File: src/rtl/alu_cmd_pkg.sv
// alu_cmd_pkg: shared types and constants for the ALU command assembler
// Provides the opcode enum, the 10-bit {op,b,a} command word, the header sync marker and FSM states.
package alu_cmd_pkg;
    typedef enum logic [1:0] {OP_ADD, OP_SUB, OP_MUL, OP_DIV} alu_op_t;
    typedef struct packed {
        alu_op_t    op;
        logic [3:0] b;
        logic [3:0] a;
    } alu_cmd_t;
    localparam logic [1:0] SYNC = 2'b10;
    typedef enum logic {S_HDR, S_OPND} state_t;
endpackage

File: src/rtl/cmd_skid_buf.sv
// cmd_skid_buf: small FIFO of command words between byte intake and the downstream consumer
// Ports: clk/reset (sync, high); push/push_data write the tail; out_data/out_valid present the head,
// popped when out_ready; count is the current fill level. DEPTH must be a power of two.
module cmd_skid_buf
    import alu_cmd_pkg::*;
#(
    parameter int DEPTH = 2
) (
    input  logic                           clk,
    input  logic                           reset,
    input  logic                           push,
    input  alu_cmd_t                       push_data,
    input  logic                           out_ready,
    output alu_cmd_t                       out_data,
    output logic                           out_valid,
    output logic [$clog2(DEPTH+1)-1:0]     count
);
    localparam int PW = $clog2(DEPTH);
    localparam int CW = $clog2(DEPTH + 1);
    alu_cmd_t        mem_q [DEPTH];
    alu_cmd_t        mem_d [DEPTH];
    logic [PW-1:0]   wr_q, wr_d, rd_q, rd_d;
    logic [CW-1:0]   count_q, count_d;
    logic            pop;
    always_comb begin
        mem_d        = mem_q;
        pop          = count_q != '0 && out_ready;
        mem_d[wr_q]  = push ? push_data : mem_q[wr_q];
        wr_d         = wr_q + PW'(push);
        rd_d         = rd_q + PW'(pop);
        count_d      = count_q + CW'(push) - CW'(pop);
    end
    always_ff @(posedge clk) begin
        if (reset) begin
            for (int i = 0; i < DEPTH; i++) mem_q[i] <= '0;
            wr_q    <= '0;
            rd_q    <= '0;
            count_q <= '0;
        end else begin
            mem_q   <= mem_d;
            wr_q    <= wr_d;
            rd_q    <= rd_d;
            count_q <= count_d;
        end
    end
    assign out_data  = mem_q[rd_q];
    assign out_valid = count_q != '0;
    assign count     = count_q;
endmodule

File: src/rtl/alu_cmd_assembler.sv
// alu_cmd_assembler: frames a header/operand byte stream into {op,b,a} ALU command words
// Ports: clk/reset (sync, high); in_byte/in_valid/in_ready byte intake; out_data/out_valid/out_ready
// command output; frame_err/divz_err/tmo_err one-cycle drop pulses; cmd_cnt/drop_cnt saturating stats.
module alu_cmd_assembler
    import alu_cmd_pkg::*;
#(
    parameter int TIMEOUT = 16,
    parameter int CNT_W   = 8
) (
    input  logic             clk,
    input  logic             reset,
    input  logic [7:0]       in_byte,
    input  logic             in_valid,
    output logic             in_ready,
    output logic [9:0]       out_data,
    output logic             out_valid,
    input  logic             out_ready,
    output logic             frame_err,
    output logic             divz_err,
    output logic             tmo_err,
    output logic [CNT_W-1:0] cmd_cnt,
    output logic [CNT_W-1:0] drop_cnt
);
    localparam int TW = $clog2(TIMEOUT + 1);
    state_t            state_q, state_d;
    alu_op_t           op_q, op_d;
    logic [TW-1:0]     timer_q, timer_d;
    logic [CNT_W-1:0]  cmd_cnt_q, cmd_cnt_d, drop_cnt_q, drop_cnt_d;
    logic              frame_err_q, frame_err_d, divz_err_q, divz_err_d, tmo_err_q, tmo_err_d;
    logic [1:0]        count;
    logic              acc, sync_ok, divz, tmo, push, drop;
    alu_cmd_t          push_data, head;
    always_comb begin
        // Only the registered fill level gates intake, so a same-cycle pop never frees a slot.
        in_ready    = state_q == S_HDR || count < 2'd2;
        acc         = in_valid && in_ready;
        sync_ok     = in_byte[7:6] == SYNC;
        divz        = op_q == OP_DIV && in_byte[7:4] == 4'd0;
        tmo         = state_q == S_OPND && !acc && timer_q == TW'(TIMEOUT - 1);
        frame_err_d = state_q == S_HDR && acc && !sync_ok;
        divz_err_d  = state_q == S_OPND && acc && divz;
        tmo_err_d   = tmo;
        push        = state_q == S_OPND && acc && !divz;
        push_data   = {op_q, in_byte};
        drop        = frame_err_d || divz_err_d || tmo_err_d;
        state_d     = state_q == S_HDR ? (acc && sync_ok ? S_OPND : S_HDR)
                                       : (acc || tmo ? S_HDR : S_OPND);
        op_d        = state_q == S_HDR && acc ? alu_op_t'(in_byte[1:0]) : op_q;
        timer_d     = state_q == S_OPND && !acc && !tmo ? timer_q + TW'(1) : '0;
        cmd_cnt_d   = push && cmd_cnt_q != '1 ? cmd_cnt_q + CNT_W'(1) : cmd_cnt_q;
        drop_cnt_d  = drop && drop_cnt_q != '1 ? drop_cnt_q + CNT_W'(1) : drop_cnt_q;
    end
    always_ff @(posedge clk) begin
        if (reset) begin
            state_q     <= S_HDR;
            op_q        <= OP_ADD;
            timer_q     <= '0;
            cmd_cnt_q   <= '0;
            drop_cnt_q  <= '0;
            frame_err_q <= 1'b0;
            divz_err_q  <= 1'b0;
            tmo_err_q   <= 1'b0;
        end else begin
            state_q     <= state_d;
            op_q        <= op_d;
            timer_q     <= timer_d;
            cmd_cnt_q   <= cmd_cnt_d;
            drop_cnt_q  <= drop_cnt_d;
            frame_err_q <= frame_err_d;
            divz_err_q  <= divz_err_d;
            tmo_err_q   <= tmo_err_d;
        end
    end
    cmd_skid_buf #(.DEPTH(2)) u_buf (
        .clk       (clk),
        .reset     (reset),
        .push      (push),
        .push_data (push_data),
        .out_ready (out_ready),
        .out_data  (head),
        .out_valid (out_valid),
        .count     (count)
    );
    assign out_data  = head;
    assign frame_err = frame_err_q;
    assign divz_err  = divz_err_q;
    assign tmo_err   = tmo_err_q;
    assign cmd_cnt   = cmd_cnt_q;
    assign drop_cnt  = drop_cnt_q;
endmodule
File: config.mk
export PLATFORM = sky130hd
export DESIGN_NAME = alu_cmd_assembler
export DESIGN_NICKNAME = d
export VERILOG_FILES = /design/src/rtl/alu_cmd_pkg.sv /design/src/rtl/cmd_skid_buf.sv /design/src/rtl/alu_cmd_assembler.sv
export SDC_FILE = /design/constraint.sdc
export NUM_CORES = 1
export LEC_CHECK = 0
export CAP_MARGIN = 20
export CORE_UTILIZATION = 48
export CTS_BUF_LIST = sky130_fd_sc_hd__clkbuf_8
export CTS_CLUSTER_SIZE = 30
export DETAILED_ROUTE_END_ITERATION = 7
export GPL_TIMING_DRIVEN = 1
export HOLD_SLACK_MARGIN = 0.12
export PLACE_DENSITY = 0.8
export SLEW_MARGIN = 40
export SYNTH_ARGS = -nofsm -noshare
export SYNTH_HDL_FRONTEND = slang
export SYNTH_SLANG_ARGS = --single-unit
File: constraint.sdc
create_clock -name clk -period 2.19 [get_ports clk]
set_clock_uncertainty 0.15 [all_clocks]
set_input_delay 0.219 -clock clk [delete_from_list [all_inputs] [get_ports clk]]
set_output_delay 0.219 -clock clk [all_outputs]
set_load 0.1 [all_outputs]
# Word level (Yosys, flattened, before mapping)
# Index checks and enable logic that the tools add are counted.
# op_classes
add_sub_neg,7
mux,13
magnitude_cmp,4
n_bitwise,4
reduce_logical,26
n_eq_ne,5
# ops
cell,count
$mux W10,8
$bwmux W20,1
$add A8 B1 Y8 const B,2
$ne A8 B8 Y1 const B,2
$logic_and A1 B1 Y1,15
$demux W10 S1,1
$add A5 B1 Y5 const B,1
$eq A5 B4 Y1 const B,1
$eq A2 B2 Y1 const B,2
$ge A2 B2 Y1 const B,2
$logic_not A1 Y1,4
$logic_not A4 Y1,1
$logic_or A1 B1 Y1,4
$not A1 Y2,2
$mux W1,3
$add A1 B1 Y1,2
$add A2 B1 Y2,1
$lt A2 B1 Y1 const B,1
$lt A2 B2 Y1 const B,1
$not A1 Y1,2
$reduce_bool A2 Y1,1
$reduce_or A2 Y1,1
$sub A2 B1 Y2,1
# word_totals
ff_bits,51

# Logic depth before layout (Yosys ltp)
# depth
word_depth,10
depth_mapped,9
ltp_nobuf,8

# Modules after synthesis
# Synthesis repeated with hierarchy kept, for this count alone.
# hier_totals
hier_cells,254
area_unflattened_um2,2243.4
# by_module_without_submodules
module,n_inst,cells_per_inst,area_each_um2
alu_cmd_assembler,1,135,1244.9
cmd_skid_buf,1,119,998.5

# Least setup slack after synthesis
# No wires, ideal clock.
# synth_timing
path_type,register to register
from,"register drop_cnt_q[0], in the netlist drop_cnt[0]"
to,"register drop_cnt_q[5], in the netlist drop_cnt[5]"
required_time_ps,1917
arrival_time_ps,2205
path_slack_ps,-289
path_buffers,0
path_stages_with_launch,7
path_cell_list,dfxtp_1 ha_1 nand3_1 nor2_1 a211oi_2 and3_1 mux2_1
# synth_via
elab_chain_cells,2
elab_cells_between_ends,3
classes_between,add/sub: 1; eq/ne: 1; reduce/logical: 1
# synth_lines
item,line,rtl
"start, declared",alu_cmd_assembler.sv:28,"logic [CNT_W-1:0] cmd_cnt_q, cmd_cnt_d, drop_cnt_q, drop_cnt_d;"
"start signal, assigned",alu_cmd_assembler.sv:68,drop_cnt_q <= drop_cnt_d;
branches (longest 2 deep; another with $add A8 B1 Y8),-,
# Parallel ways; which one is timed is not known.
# A chain may end at the register's enable or synchronous reset.

# Final worst setup path
# layout_timing
from,register timer_q[0]
to,"register drop_cnt_q[7], in the netlist drop_cnt[7]"
# layout_via
elab_chain_cells,4
# layout_lines
item,line,rtl
"start, declared",alu_cmd_assembler.sv:27,"logic [TW-1:0] timer_q, timer_d;"
"start signal, assigned",alu_cmd_assembler.sv:66,timer_q <= timer_d;
$eq A5 B4 Y1,alu_cmd_assembler.sv:39,tmo = state_q == S_OPND && !acc && timer_q == TW'(TIMEOUT - 1);
$logic_and A1 B1 Y1,alu_cmd_assembler.sv:39,
$logic_or A1 B1 Y1,alu_cmd_assembler.sv:45,drop = frame_err_d || divz_err_d || tmo_err_d;
$logic_and A1 B1 Y1,alu_cmd_assembler.sv:51,drop_cnt_d = drop && drop_cnt_q != '1 ? drop_cnt_q + CNT_W'(1) : drop_cnt_q;
# Every way passes these cells.

==> results.yml <==
synthesis:
  avgSynthCellArea_um2: 9.038
  synth_area_um2: 2223
  synth_nets: 264
  ys_warn_count: 0
  ys_ff_latch: 51
  synth.distinct_cells: 38
  seq_area_frac_synth_pct: 45.92
  synth_cells: 246
power:
  seqPwrFrac_pct: 49.6
  sw_frac_of_total_pct: 33.26
  p_leak_nw: 1.200
  p_per_area_nw_per_um2: 689.2
  clkPwrFrac_pct: 25.5
  total_power_mw: 2.073
  p_sw_mw: 0.6894
  combPwrFrac_pct: 24.9
  p_int_mw: 1.384
  ir_worst_vdd_mv: 0.9969
flow_run:
  cap_violations: 0
cells_and_area:
  postLayoutCellArea_um2: 3008
  syn_to_final_growth_pct: 35.28
  fin_nets: 321
  multi_input_area_um2: 1154
  drive_gt1_share_pct: 28.95
  regArea_um2: 1036
  n_antenna_cell: 0
  fill_cells: 354
global_routing:
  grt_pass1_wl_um: 8066
  antenna_found_initial: 0
  grt_max_degree: 25
  track_usage_pct: 20.61
  grt_pass1_vias: 1777
  overflow: 0
floorplan:
  rows: 24
  die_w_um: 70.06
  core_um2: 4414
  io-pin-count: 43
  floorplan.initialDensity_pct: 50.37
  die_area_um2: 4908
  die_y_um: 70.06
critical_path:
  ff2ff_path_depth: 7
  worst_ep_arrival_time_ns: 2.14
  required_ns: 2.23
  crit_path_start_kind: "register"
  r2r-end: "drop_cnt[7]"
  critPathCaptureType: "register"
  cp_max_fo: 3
  r2r_start: "timer_q[0]"
  r2r_slack_ns: 0.09
  criticalPathCategory: "reg -> reg"
placed_design:
  port_buffers: 42
  gp_congestion: 0.7954
  dpl.hpwl_um: 3390
  postPlaceCellArea_um2: 2877
  dp_slack_ns: -0.3095
detailed_routing:
  via_count: 1888
  dr.pass1.iters: 4
  antenna_left: 0
  drt_iter0_drc: 100
  met3_length_um: 190
  avgViaCountPerCell: 5.303
  top_layer: "met4"
  met1_length_um: 2232
  wire_per_inst_um: 13.31
  route.detailed.drc: 0
  wl_met2_um: 2221
  routed_wl_um: 4740
sta:
  hold_slack_ns: 0.2152
  drv_slew: 0
  fmax_mhz: 476.8
  slew_headroom_pct: 63.87
  setup_ws_ns: 0.09287
  final.min_clock_period_ns: 2.097
  hold_viol: 0
  finalSetupViolations: 0
  tightest_slew_ns: 0.5378
  finalCritPeriodShare_pct: 95.76
cts:
  cts_hold_buf: 0
  clk_pin_slew_ns: 0.09
  insertion_delay_ns: 0.30
  cts-root-buf: "clkbuf_8"
  clock-sinks: 51
  clock_path_buffers: 2
  h-tree-depth: 2
  cts_tree: "yes"
  cts_inserted_buffers: 5
min_path:
  hold_path.startpoint: "in_byte[4]"
  worstHoldEndpoint: "u_buf.mem_q[14]"
  holdPathStages: 4
  hp-class: "in -> reg"
status:
  status: "finished, final reports clean"
-- power by group through the flow --
| stage | Combinational [mW] | Clock [mW] | Sequential, mW |
|---|---|---|---|
| global route | 0.549 | 0.581 | 1.03 |
| floorplan | 0.362 | 0 | 1.05 |
| finish | 0.516 | 0.529 | 1.03 |
| CTS | 0.515 | 0.544 | 1.03 |
| detailed placement | 0.512 | 0 | 1.05 |
| global placement | 0.504 | 0 | 1.05 |
-- synthesized netlist by cell type (all sizes together) --
library cell / number / area share [%]
dfxtp: 51 / 46
nor2: 38 / 6.8
nand2: 20 / 3.4
nand3: 17 / 3.8
a21oi: 16 / 3.6
mux2: 12 / 6.1
xnor2: 11 / 4.3
mux2i: 10 / 4.5
clkbuf: 9 / 1.5
inv: 7 / 1.2
ha: 6 / 3.4
nor2b: 5 / 1.4
xor2: 5 / 2.0
a211oi: 4 / 1.6
nor3: 4 / 0.90
and3: 3 / 0.84
buf: 3 / 0.68
nand2b: 3 / 0.84
or3: 3 / 0.84
nand4: 2 / 0.56
nor3b: 2 / 0.68
nor4: 2 / 0.84
o21ai: 2 / 0.45
a311oi: 1 / 0.39
a31o: 1 / 0.39
a32oi: 1 / 0.39
and2: 1 / 0.28
and2b: 1 / 0.34
and4: 1 / 0.39
nand3b: 1 / 0.34
nor4b: 1 / 0.39
o31ai: 1 / 0.34
or2: 1 / 0.28
or3b: 1 / 0.39
-- final cells by class --
cell class / instances / share of cell area [%]
Multi-Input combinational cell: 176 / 38.35
Sequential cell: 51 / 34.44
Timing Repair Buffer: 62 / 21.21
Clock buffer: 5 / 2.288
Tap cell: 52 / 2.163
Inverter: 7 / 0.8735
Clock inverter: 3 / 0.6656
-- worst max-delay path by stage --
stage	startpoint	depth (start not counted)	end	slack [ns]
floorplan	drop_cnt[7]	5	drop_cnt[5]	-0.01
global placement	in_byte[4]	6	drop_cnt[5]	-0.27
detailed placement	in_byte[4]	6	drop_cnt[5]	-0.31
CTS	in_byte[4]	6	drop_cnt[5]	0.01
global route	timer_q[0]	7	drop_cnt[7]	-0.01
finish	timer_q[0]	7	drop_cnt[7]	0.09
-- critical path, stage by stage (launching register included) --
cell and delay [ns]:
dfxtp_2 0.34, ha_1 0.22, and3_1 0.20, ha_1 0.21
a32oi_2 0.29, a211oi_4 0.10, and2b_1 0.18, mux2_1 0.31
-- cells by family after synthesis --
family                     after synthesis  synth area share (%)
xor gates and xnor gates                16                 6.303
AOI/OAI and AO/OA                       26                 7.147
DFF                                     51                 45.92
adders and majority gates                6                 3.376
and+or+nand+nor                        106                 23.30
buffers and inverters                   19                 3.376
muxes                                   22                 10.58
-- stage by stage --
step,setup TNS (ns),util [%],instances
finish,0,68.14,356
detailed placement,-1.474,65.16,347
global placement,-1.228,65.16,347
floorplan,-0.01398,-,246
global route,-0.01089,68.14,356
CTS,0,67.18,355
-- routing by layer --
| layer | GRT usage (%) | vias to the layer above |
|---|---|---|
| met5 | 0 | - |
| met3 | 4.618 | 11 |
| met4 | 8.667 | 0 |
| li1 | - | 948 |
| met1 | 27.55 | 882 |
| met2 | 32.05 | 47 |
-- placed cells by master, fill, tap and decap left out, drive strengths merged, types with 3 or more instances in the layout --
| master | instances |
|---|---|
| nand3 | 17 |
| mux2i | 10 |
| dlymetal6s2s | 3 |
| a21oi | 16 |
| or3 | 3 |
| mux2 | 12 |
| nor2b | 5 |
| nor3 | 4 |
| nand2b | 3 |
| clkdlybuf4s50 | 8 |
| ha | 6 |
| inv | 7 |
| buf | 51 |
| dfxtp | 51 |
| and3 | 3 |
| xor2 | 5 |
| nor2 | 38 |
| clkbuf | 5 |
| nand2 | 20 |
| xnor2 | 11 |
| a211oi | 4 |
-- state kept, by name, indices dropped and copies added (netlist names) --
signal	cells
cmd_cnt	8
divz_err	1
drop_cnt	8
frame_err	1
op_q	2
state_q	1
timer_q	5
tmo_err	1
u_buf.count	2
u_buf.mem_q	20
u_buf.rd_q	1
u_buf.wr_q	1
-- what timing repair did --
action,in CTS,in global routing
resized for setup,0,8
buffers inserted,0,1
setup endpoints to repair,0,3
(Power assumes the default switching activity.)
